--- config.mk ---
export PLATFORM = sky130hd
export DESIGN_NAME = minimax_sram_arbiter
export DESIGN_NICKNAME = d
export VERILOG_FILES = /design/src/rtl/minimax_sram_arbiter.sv
export SDC_FILE = /design/constraint.sdc
export NUM_CORES = 1
export LEC_CHECK = 0
export ABC_AREA = 1
export CAP_MARGIN = 20
export CORE_AREA = 2 2 121 123
export CTS_BUF_LIST = sky130_fd_sc_hd__clkbuf_16
export CTS_CLUSTER_SIZE = 30
export DETAILED_ROUTE_END_ITERATION = 8
export DIE_AREA = 0 0 123 125
export PLACE_DENSITY = 0.57
export SYNTH_ARGS = -nofsm -noshare
export SYNTH_HDL_FRONTEND = slang
export SYNTH_SLANG_ARGS = --single-unit
--- constraint.sdc ---
create_clock -name clk -period 3.75 [get_ports clk]
set_input_delay 0.375 -clock clk [delete_from_list [all_inputs] [get_ports clk]]
set_output_delay 0.375 -clock clk [all_outputs]
set_load 0.03 [all_outputs]
--- src/rtl/minimax_sram_arbiter.sv ---
// minimax_sram_arbiter
//   Shares four single-ported 512x32 SRAM banks (byte addresses 0x0000-0x1FFF)
//   between the minimax fetch port and its load/store port. One SRAM command
//   per cycle, fair alternation under contention, sub-word store handling.
//
// Optional feature macro: MINIMAX_ARB_RMW_EN
//   defined   : partial stores do read-modify-write (ack two cycles after issue)
//   undefined : partial stores write nothing and ack with d_err one cycle after issue
//
// Ports
//   clk, reset_n          clock shared with the SRAMs, async active-low reset
//   i_req/i_addr          fetch request (held until i_ack), byte address
//   i_ack/i_data          fetch completion pulse, halfword selected by i_addr[1]
//   d_req/d_we/d_addr     data request (held until d_ack), store flag, byte address
//   d_wdata/d_wmask       store data and byte enables
//   d_ack/d_rdata/d_err   completion pulse, load data, unsupported-partial-store flag
//   sram_en/sram_addr     one-hot bank enable (addr[12:11]), word address (addr[10:2])
//   sram_wen/sram_wdata   write enable and write data
//   sram_rdata            {bank3,bank2,bank1,bank0} read data, valid the cycle after en
module minimax_sram_arbiter #(
    parameter int unsigned PC_BITS = 13
) (
    input  logic               clk,
    input  logic               reset_n,
    input  logic               i_req,
    input  logic [PC_BITS-1:0] i_addr,
    output logic               i_ack,
    output logic [15:0]        i_data,
    input  logic               d_req,
    input  logic               d_we,
    input  logic [31:0]        d_addr,
    input  logic [31:0]        d_wdata,
    input  logic [3:0]         d_wmask,
    output logic               d_ack,
    output logic [31:0]        d_rdata,
    output logic               d_err,
    output logic [3:0]         sram_en,
    output logic [8:0]         sram_addr,
    output logic               sram_wen,
    output logic [31:0]        sram_wdata,
    input  logic [127:0]       sram_rdata
);

    typedef enum logic [1:0] {IDLE, I_WAIT, D_WAIT, RMW_MERGE} state_t;

    state_t      state, state_nx;
    logic        last_grant_d;   // 1 = data side was granted most recently
    logic        issue_i, issue_d;
    logic        d_in_range, d_full, d_partial, d_access;

    logic [1:0]  bank_q;
    logic        half_q;
    logic        rd_hit_q;
    logic        err_q;
    logic [31:0] bank_word;

`ifdef MINIMAX_ARB_RMW_EN
    logic [8:0]  addr_q;
    logic [31:0] wdata_q;
    logic [3:0]  mask_q;
    logic [31:0] mask_bits;
`endif

    logic        unused_addr_bits;
    assign unused_addr_bits = ^{i_addr[0], d_addr[1:0]};

    assign bank_word  = sram_rdata[{bank_q, 5'd0} +: 32];
    assign d_in_range = (d_addr[31:13] == '0);
    assign d_full     = (d_wmask == 4'hF);
    assign d_partial  = d_we && (d_wmask != 4'h0) && !d_full;

`ifdef MINIMAX_ARB_RMW_EN
    assign d_access   = d_in_range && (!d_we || d_full || d_partial);
    assign mask_bits  = {{8{mask_q[3]}}, {8{mask_q[2]}}, {8{mask_q[1]}}, {8{mask_q[0]}}};
`else
    assign d_access   = d_in_range && (!d_we || d_full);
`endif

    // Arbitration. A WAIT state only considers the other requester: the side
    // being acked still holds its req during the ack cycle.
    always_comb begin
        issue_i = 1'b0;
        issue_d = 1'b0;
        if (reset_n) begin
            case (state)
                IDLE: begin
                    if (i_req && d_req) begin
                        issue_i = !last_grant_d;
                        issue_d = last_grant_d ? 1'b0 : 1'b1;
                        issue_i = last_grant_d;
                    end else begin
                        issue_i = i_req;
                        issue_d = d_req;
                    end
                end
                I_WAIT:  issue_d = d_req;
                D_WAIT:  issue_i = i_req;
                default: ;
            endcase
        end
    end

    // State register
    always_ff @(posedge clk or negedge reset_n) begin
        if (!reset_n) begin
            state        <= IDLE;
            last_grant_d <= 1'b0;
        end else begin
            state <= state_nx;
            if (issue_i)
                last_grant_d <= 1'b0;
            else if (issue_d)
                last_grant_d <= 1'b1;
        end
    end

    // Next state
    always_comb begin
        state_nx = IDLE;
        if (issue_i) begin
            state_nx = I_WAIT;
        end else if (issue_d) begin
`ifdef MINIMAX_ARB_RMW_EN
            state_nx = (d_in_range && d_partial) ? RMW_MERGE : D_WAIT;
`else
            state_nx = D_WAIT;
`endif
        end else if (state == RMW_MERGE) begin
            state_nx = D_WAIT;
        end
    end

    // Request attributes captured at issue; later input changes are ignored
    always_ff @(posedge clk or negedge reset_n) begin
        if (!reset_n) begin
            bank_q   <= '0;
            half_q   <= 1'b0;
            rd_hit_q <= 1'b0;
            err_q    <= 1'b0;
`ifdef MINIMAX_ARB_RMW_EN
            addr_q   <= '0;
            wdata_q  <= '0;
            mask_q   <= '0;
`endif
        end else if (issue_i) begin
            bank_q <= i_addr[12:11];
            half_q <= i_addr[1];
        end else if (issue_d) begin
            bank_q   <= d_addr[12:11];
            rd_hit_q <= d_in_range && !d_we;
`ifdef MINIMAX_ARB_RMW_EN
            err_q    <= 1'b0;
            addr_q   <= d_addr[10:2];
            wdata_q  <= d_wdata;
            mask_q   <= d_wmask;
`else
            err_q    <= d_in_range && d_partial;
`endif
        end
    end

    // Outputs: acks come from the WAIT state, the new command from the issue
    // decision, so an ack and the next issue can share a cycle.
    always_comb begin
        i_ack      = 1'b0;
        i_data     = '0;
        d_ack      = 1'b0;
        d_rdata    = '0;
        d_err      = 1'b0;
        sram_en    = '0;
        sram_addr  = '0;
        sram_wen   = 1'b0;
        sram_wdata = '0;

        case (state)
            I_WAIT: begin
                i_ack  = 1'b1;
                i_data = half_q ? bank_word[31:16] : bank_word[15:0];
            end
            D_WAIT: begin
                d_ack   = 1'b1;
                d_rdata = rd_hit_q ? bank_word : '0;
                d_err   = err_q;
            end
`ifdef MINIMAX_ARB_RMW_EN
            RMW_MERGE: begin
                sram_en    = 4'b0001 << bank_q;
                sram_addr  = addr_q;
                sram_wen   = 1'b1;
                sram_wdata = (bank_word & ~mask_bits) | (wdata_q & mask_bits);
            end
`endif
            default: ;
        endcase

        if (issue_i) begin
            sram_en   = 4'b0001 << i_addr[12:11];
            sram_addr = i_addr[10:2];
        end else if (issue_d && d_access) begin
            sram_en   = 4'b0001 << d_addr[12:11];
            sram_addr = d_addr[10:2];
            if (d_we && d_full) begin
                sram_wen   = 1'b1;
                sram_wdata = d_wdata;
            end
        end
    end

endmodule
==> flow_metrics.tcl <==
set metrics [dict create \
    outcome "completed" \
    crit_end "sram_wdata[18]" \
    wl_um 14960 \
    clock_latency_ns 0.23 \
    slew_headroom 0.5257 \
    hold_path_depth 2 \
    cts.reportedPaths.clkPinSlew_ns 0.04 \
    startpoint "reset_n" \
    fin_tns_setup_ns 0 \
    grt_pass1_vias 4167 \
    cp-end-kind "primary output" \
    min_period_ns 3.234 \
    root_buffer "clkbuf_16" \
    drc_errors 0 \
    worstRegToRegCells 5 \
    num_rows 44 \
    yosysSeqAreaShare 0.07996 \
    core_region_area_sq_mm 0.01420 \
    fmax_mhz 309.2 \
    r2r_setup_slack_ns 2.20 \
    cts_resized 0 \
    min-delay-start "err_q" \
    avgSynthCellArea_sq_um 4.880 \
    fillCellCount 1597 \
    h-tree-depth 1 \
    drtAntennaViolNets 0 \
    io_buffers 307 \
    worstMarginPinSlew_ns 0.7105 \
    cts_made_buffers 3 \
    fin_ws_ns 0.5161 \
    final_common_cell "clkdlybuf4s50_1" \
    cts_tree "yes" \
    synth_warnings 0 \
    synthCells 513 \
    cp-start-kind "input pin" \
    area_growth_pct 132.5 \
    fin_crit_sh 0.8624 \
    synthTopCellsByArea "nand2_1 23%, nor2_1 14%, nand3_1 10%, inv_1 9.3%, dfrtp_1 8.0%" \
    p_leak_nw 2.575 \
    cp.arrival_ns 2.86 \
    track_usage 0.1840 \
    hold_buffers 0 \
    die-area_sq_mm 0.01538 \
    cp.required_ns 3.38 \
    synth_top_cell_by_area "nand2_1" \
    rsz0062_at_grt "no" \
    antenna_found_initial 0 \
    netlist_area_sq_mm 0.002504 \
    die_h_um 125 \
    final_max_slew_viol_count 0 \
    regToRegStartpoint "state[0]" \
    multiInputGateArea_sq_mm 0.001902 \
    grt_pass1_wl_um 21990 \
    hold_viol_final 0 \
    drive_above_1_share 0.07740 \
    vias_per_cell 4.251 \
    vias 4187 \
    yosysUniqueCellTypes 26 \
    path_max_fanout 33 \
    max_cap_violations 0 \
    reg2reg_to "bank_q[0]" \
    power_density_mw_per_mm2 217.4 \
    io_pins 311 \
    dp_hpwl_um 12560 \
    gp_congestion 0.8098 \
    synth_nets 727 \
    diodes 0 \
    register_area_sq_um 201.4 \
    routedWlPerCell_um 15.19 \
    final_cell_mix "295 x clkdlybuf4s50_1, 152 x nand2_1, 93 x nor2_1" \
    grt_max_degree 65 \
    drtIter0Drc 147 \
    post_cts_buffers 0 \
    clock_skew_ns 0.002371 \
    grt_overflow 0 \
    post-place-ws_ns 0.4858 \
    crit_type "in2out" \
    clock_sinks 8 \
    ys_seq_elements 8 \
    clk_path_buf_depth 2 \
    yosysTopAreaCellShare 0.2279 \
    initial_utilization 0.1763 \
    drtPass1Iterations 4 \
    nets 1016 \
    die_x_um 123 \
    min_path_type "reg2reg" \
    ir_drop_mv 0.1605 \
    finalSetupViolCount 0 \
]
cell usage after synthesis:
library cell	count
a21o_1	1
a21oi_1	19
a21oi_4	1
and3_1	1
buf_1	3
buf_2	8
buf_4	1
buf_6	3
clkbuf_1	18
clkinv_1	1
clkinv_2	1
dfrtp_1	8
inv_1	62
nand2_1	152
nand2_2	1
nand2_4	1
nand3_1	50
nand3_4	1
nand4_1	5
nor2_1	93
nor2_2	19
nor2_4	10
nor2_8	1
o21ai_0	36
o221ai_1	1
o22ai_1	16
worst min path at each step:
stage,slack (ns),to
2_1_floorplan,0.08,bank_q[0]
3_3_place_gp,0.46,err_q
3_5_place_dp,0.47,err_q
4_1_cts,0.48,err_q
5_1_grt,0.51,err_q
6_report,0.48,err_q
layout make-up:
| class | instances | area share |
|---|---|---|
| Timing Repair Buffer | 317 | 0.5442 |
| Multi-Input combinational cell | 408 | 0.3267 |
| Inverter | 64 | 0.04148 |
| Tap cell | 184 | 0.03954 |
| Sequential cell | 8 | 0.03460 |
| Clock buffer | 3 | 0.01289 |
| Clock inverter | 1 | 0.0006447 |
flip-flops by register name, indices dropped and copies added (netlist names):
signal / cells
state: 2
bank_q: 2
err_q: 1
rd_hit_q: 1
last_grant_d: 1
half_q: 1
critical path, cell delays in order:
cell and delay (ns):
clkdlybuf4s50_1 0.52, nand3_4 0.10, a21oi_4 0.21, nand2_2 0.12
nor2_8 0.21, nand2_4 0.37, nor2_4 0.23, clkdlybuf4s50_1 0.69
power by group:
group          internal (W)  total [W]  switching, W
Clock              0.000139   0.000182     0.0000434
Sequential        0.0000992   0.000107    0.00000771
Combinational      0.000420   0.000976      0.000556
stage by stage:
step	total power [W]	hold WS, ns	cells	cell area (sq um)	utilization
final	0.001266	0.4822	985	5822	0.4099
after global routing	0.001388	0.5094	985	5822	0.4099
after CTS	0.001290	0.4825	985	5822	0.4099
after detailed placement	0.001102	0.4731	981	5743	0.4043
after global placement	0.001097	0.4646	981	5743	0.4043
after floorplan	0.0006385	0.07941	513	2504	-
per-layer routing:
layer,wire [um],vias to the layer above,GRT usage
li1,-,2174,-
met1,5220,1803,0.1812
met5,0,-,0
met3,1654,15,0.06113
met4,214,0,0.03008
met2,7871,195,0.3679
kinds of logic after synthesis:
kind of cell           Yosys count  share of synthesized area
AND/OR/NAND/NOR                334                     0.5967
AO/OA/AOI/OAI                   74                     0.1629
flip-flops                       8                    0.07996
buffers and inverters           97                     0.1604
Note: power is estimated with default switching activity, not from simulation.
==> RTL edit 1, RTL diff (same flow settings) <==
The option `MINIMAX_ARB_RMW_EN` is turned on by a define.
--- a/src/rtl/minimax_sram_arbiter.sv
+++ b/src/rtl/minimax_sram_arbiter.sv
@@ -17,6 +17,8 @@
 //   sram_en/sram_addr     one-hot bank enable (addr[12:11]), word address (addr[10:2])
 //   sram_wen/sram_wdata   write enable and write data
 //   sram_rdata            {bank3,bank2,bank1,bank0} read data, valid the cycle after en
+`define MINIMAX_ARB_RMW_EN
+
 module minimax_sram_arbiter #(
     parameter int unsigned PC_BITS = 13
 ) (
Formal check against the unedited RTL: not equivalent (a bounded check fails within 4 cycles, from zero or initial values and one cycle with reset_n low).
==> RTL edit 1 against the unedited design <==
Die area unchanged. Worst setup slack worse by 94 ps. Sequential cell count increased by 44. Non-clock buffer count is 8 higher. Total power increased by 100%. Wire length up 48%. Cell area up 38%. Via count is 50% higher. Combinational power grew 32%. Area after synthesis rose by 85%. Highest routed layer is now met5.
==> RTL edit 1: results (changes against the unedited design) <==
Global route
  • Number of global-route vias before repair: 5830 (was 4167)
  • Number of antenna violations at the first check in global routing: 3 (was 0)
  • Wire length of the first global-routing pass: 32700 um (was 22000 um)
  • Maximum number of pins on one net before global-route repair: 44 (was 65)
  • Total global-route track usage: 27.8% (was 18.4%)

Layout
  • Leading registers by flop count: wdata_q (32), addr_q (9), mask_q (4) (was bank_q (2), state (2))
  • Fraction of final layout cells sized beyond drive strength 1: 6.96% (was 7.74%)
  • Final #Nets: 1276 (was 1016)

Place
  • Placement-stage cell area: 7850 um2 (was 5740 um2)
  • Worst slack at placement: 581 ps (was 486 ps)
  • Post-DP HPWL: 17300 um (was 12600 um)
  • GPL Wtd Cong: 0.823 (was 0.810)

Synthesis
  • Seq/Total Area, Yosys: 28.0% (was 8.00%)
  • Dominant cells by area after synthesis: sky130_fd_sc_hd__dfrtp_1, sky130_fd_sc_hd__nand2_1, sky130_fd_sc_hd__nor2_1, sky130_fd_sc_hd__nand4_1, sky130_fd_sc_hd__a22oi_2 (was sky130_fd_sc_hd__nand2_1, sky130_fd_sc_hd__nor2_1, sky130_fd_sc_hd__nand3_1, sky130_fd_sc_hd__inv_1, sky130_fd_sc_hd__dfrtp_1)
  • Ys async rst share: 100% (unchanged)
  • Synthesized Nets: 991 (was 727)
  • Post-synthesis cell type count: 25 (was 26)
  • Leading cell types by count after synthesis: sky130_fd_sc_hd__nand2_1, sky130_fd_sc_hd__nor2_1, sky130_fd_sc_hd__nand4_1 (was sky130_fd_sc_hd__nand2_1, sky130_fd_sc_hd__nor2_1, sky130_fd_sc_hd__inv_1)

Worst setup path
  • Critical path data arrival time: 2950 ps (was 2860 ps)
  • Worst setup path endpoint: sram_wdata[29] (was sram_wdata[18])
  • R2r endpoint: wdata_q[28] (was bank_q[0])
  • Reg2reg setup slack: 1700 ps (was 2200 ps)
  • CP Max Fanout: 12 (was 33)
  • Depth of the worst register-to-register path: 7 (was 5)

Hold path
  • Hold Crit Endpoint: wdata_q[29] (was err_q)
  • Worst hold path startpoint: wdata_q[29] (was err_q)

Pwr
  • Static Leak: 3.60 nW (was 2.57 nW)
  • Maximum vdd drop: 0.000166 V (was 0.000161 V)

Clock network
  • Clock-pin slew on the worst setup and hold paths: 60 ps (was 40 ps)
  • TritonCTS buffer count: 5 (was 3)
  • H-tree lvl count: 2 (was 1)
  • Number of buffers added to fix hold violations after cts: 1 (was 0)
  • Clock root buffer master: sky130_fd_sc_hd__clkbuf_16 (unchanged)
  • Clock latency on the worst-skew pair: 300 ps (was 230 ps)
  • Post-CTS repair timing setup buffer count: 0 (unchanged)

STA
  • Highest clock frequency the design can meet: 0.300 GHz (was 0.309 GHz)
  • Slew at the pin with the worst max-slew slack: 775 ps (was 710 ps)

Route
  • DRC violation total after the first TritonRoute iteration: 430 (was 147)
  • Drt via density: 5.04 (was 4.25)
  • WL per Instance: 17.7 um (was 15.2 um)

Status
  • Result of the run: complete, no violations (unchanged)
RTL edit 1: per-layer routing:
metal	global-route usage (%)	wire (um)	share of wire, %	vias up
li1	-	-	-	3146
met5	0	27	0.12	-
met3	5.70	1810	8.2	25
met4	6.68	393	1.8	4
met2	47.0	10400	47	244
met1	36.1	9390	43	2867
RTL edit 1: worst max-delay path, cell delays in order:
cell and delay, ps:
sky130_fd_sc_hd__dlygate4sd3_1 520, sky130_fd_sc_hd__buf_2 280, sky130_fd_sc_hd__nand3_1 180, sky130_fd_sc_hd__a31oi_4 340, sky130_fd_sc_hd__buf_4 240, sky130_fd_sc_hd__nand4_1 120
sky130_fd_sc_hd__o21ai_0 160, sky130_fd_sc_hd__clkdlybuf4s50_1 740
RTL edit 1: final cells by class:
cell class | instances | area [um2]
Clock inverter | 3 | 42.5
Clock buffer | 5 | 125
Fill cell | 1461 | 6180
Tap cell | 184 | 230
Inverter | 59 | 221
Timing Repair Buffer | 325 | 3200
Antenna cell | 1 | 2.50
Multi-Input combinational cell | 619 | 2910
Sequential cell | 52 | 1300
RTL edit 1: per-stage QoR:
step	hold WS (ps)	std cells
floorplan	79.4	777
global placement	276	1238
detailed placement	277	1238
CTS	472	1247
global route	491	1248
finish	472	1248
RTL edit 1: cells by family (layout without fill, tap and decap cells):
kind of cell           after synthesis  count (layout)  share of synthesized area, %
AND/OR/NAND/NOR                    493             493                          44.6
other                                1               2                        0.0808
buffers and inverters              106             392                          9.78
flip-flops                          52              52                          28.0
AO/OA/AOI/OAI                      125             125                          17.5
RTL edit 1: power by group:
part / switching, mW / leakage, nW / total (mW) / internal (mW)
clock: 0.216 / 0.0798 / 0.530 / 0.314
sequential: 0.0773 / 0.647 / 0.749 / 0.671
combinational: 0.772 / 2.88 / 1.29 / 0.517
total: 1.07 / 3.60 / 2.57 / 1.50
==> RTL edit 2, RTL diff (config.mk and constraints unchanged) <==
Without the edit above. Re-encode `state_t` (4 states) as one-hot, 4 bits wide.
--- a/src/rtl/minimax_sram_arbiter.sv
+++ b/src/rtl/minimax_sram_arbiter.sv
@@ -41,7 +41,7 @@
     input  logic [127:0]       sram_rdata
 );
 
-    typedef enum logic [1:0] {IDLE, I_WAIT, D_WAIT, RMW_MERGE} state_t;
+    typedef enum logic [3:0] {IDLE = 4'b0001, I_WAIT = 4'b0010, D_WAIT = 4'b0100, RMW_MERGE = 4'b1000} state_t;
 
     state_t      state, state_nx;
     logic        last_grant_d;   // 1 = data side was granted most recently
Behaviour: no difference found for any inputs over 10 cycles, from zero or initial values and one cycle with reset_n low; not proved beyond that.
==> RTL edit 2 against the unedited design <==
Fmax up 8.2%. Sequential share of layout area is 0.49 points higher. Sequential cell count rose by 1. Cell area shrank 0.99%. Final cell count grew 0.91%. Total power up 41%. Worst setup slack better by 250 ps. Synthesized cell count rose by 1.6%. Wire length up 5.0%. Area after synthesis shrank 1.0%. Count of clock-buffer cells in the layout unchanged. Critical endpoint is now d_rdata[7]. Largest power group unchanged. Highest routed layer is now met5.
==> RTL edit 2: results (changes against the unedited design) <==
Worst setup path
  • Setup CP Type: reg -> out (was in -> out)
  • Critical path startpoint: state[1] (was reset_n)
  • Largest stage delay on the critical path: 720 ps (was 690 ps)
  • Reg2reg setup slack: 2160 ps (was 2200 ps)
  • CP Max Fanout: 19 (was 33)

Layout
  • Filler cell count in the final layout: 1559 (was 1597)
  • Leading registers by flop count: state (3), bank_q (2) (was bank_q (2), state (2))
  • Final #Nets: 1025 (was 1016)
  • Combined flip-flop and latch cell area: 228 um2 (was 201 um2)

Pwr
  • Static Leak: 2.52 nW (was 2.57 nW)
  • Clock network power share: 10.3% (was 14.4%)
  • Switching part of the total power: 53.8% (was 48.0%)

Route
  • Wire length on met2: 7900 um (was 7870 um)
  • DRC violation total after the first TritonRoute iteration: 247 (was 147)
  • WL met1: 5670 um (was 5220 um)

Status
  • Result of the run: complete, no violations (unchanged)

Global route
  • Wire length of the first global-routing pass: 22900 um (was 22000 um)
  • GR Layer Usage met3: 5.47% (was 6.11%)
  • Number of antenna violations at the first check in global routing: 1 (was 0)
  • Number of global-route vias before repair: 4145 (was 4167)
  • Total global-route track usage: 19.2% (was 18.4%)
  • Met1 usage in global routing: 20.7% (was 18.1%)

Synthesis
  • Dominant cells by area after synthesis: sky130_fd_sc_hd__nand2_1, sky130_fd_sc_hd__nor2_1, sky130_fd_sc_hd__nand3_1, sky130_fd_sc_hd__dfrtp_1, sky130_fd_sc_hd__inv_1 (was sky130_fd_sc_hd__nand2_1, sky130_fd_sc_hd__nor2_1, sky130_fd_sc_hd__nand3_1, sky130_fd_sc_hd__inv_1, sky130_fd_sc_hd__dfrtp_1)
  • Synthesized Nets: 735 (was 727)
  • Post-synthesis cell type count: 27 (was 26)
  • Leading cell types by count after synthesis: sky130_fd_sc_hd__nand2_1, sky130_fd_sc_hd__nor2_1, sky130_fd_sc_hd__nand3_1 (was sky130_fd_sc_hd__nand2_1, sky130_fd_sc_hd__nor2_1, sky130_fd_sc_hd__inv_1)
  • Seq/Total Area, Yosys: 9.14% (was 8.00%)

Place
  • GPL Wtd Cong: 0.863 (was 0.810)
  • Worst slack at placement: 861 ps (was 486 ps)
-- RTL edit 2: cell count changes in the layout (fill, tap and decap cells not counted), sizes merged, moves of 3 or more --
| cell | delta |
|---|---|
| nand3 | +17 |
| clkdlybuf4s50 | +12 |
| nand2 | +11 |
| nor2 | -7 |
| o21ai | -3 |
| inv | -6 |
| buf | -11 |
-- RTL edit 2: cell type report --
class	instances	share of cell area (%)
clock buffer	3	1.30
sequential	9	3.95
inverter	57	3.71
multi-input combinational	422	32.2
timing repair buffer	318	54.7
tap	184	3.99
clock inverter	1	0.0651
-- RTL edit 2: power groups by stage --
stage / sequential [mW] / combinational [mW] / clock, mW
CTS: 0.160 / 1.46 / 0.186
global route: 0.164 / 1.60 / 0.192
detailed placement: 0.161 / 1.45 / 0
finish: 0.158 / 1.44 / 0.183
global placement: 0.160 / 1.46 / 0
floorplan: 0.145 / 0.907 / 0
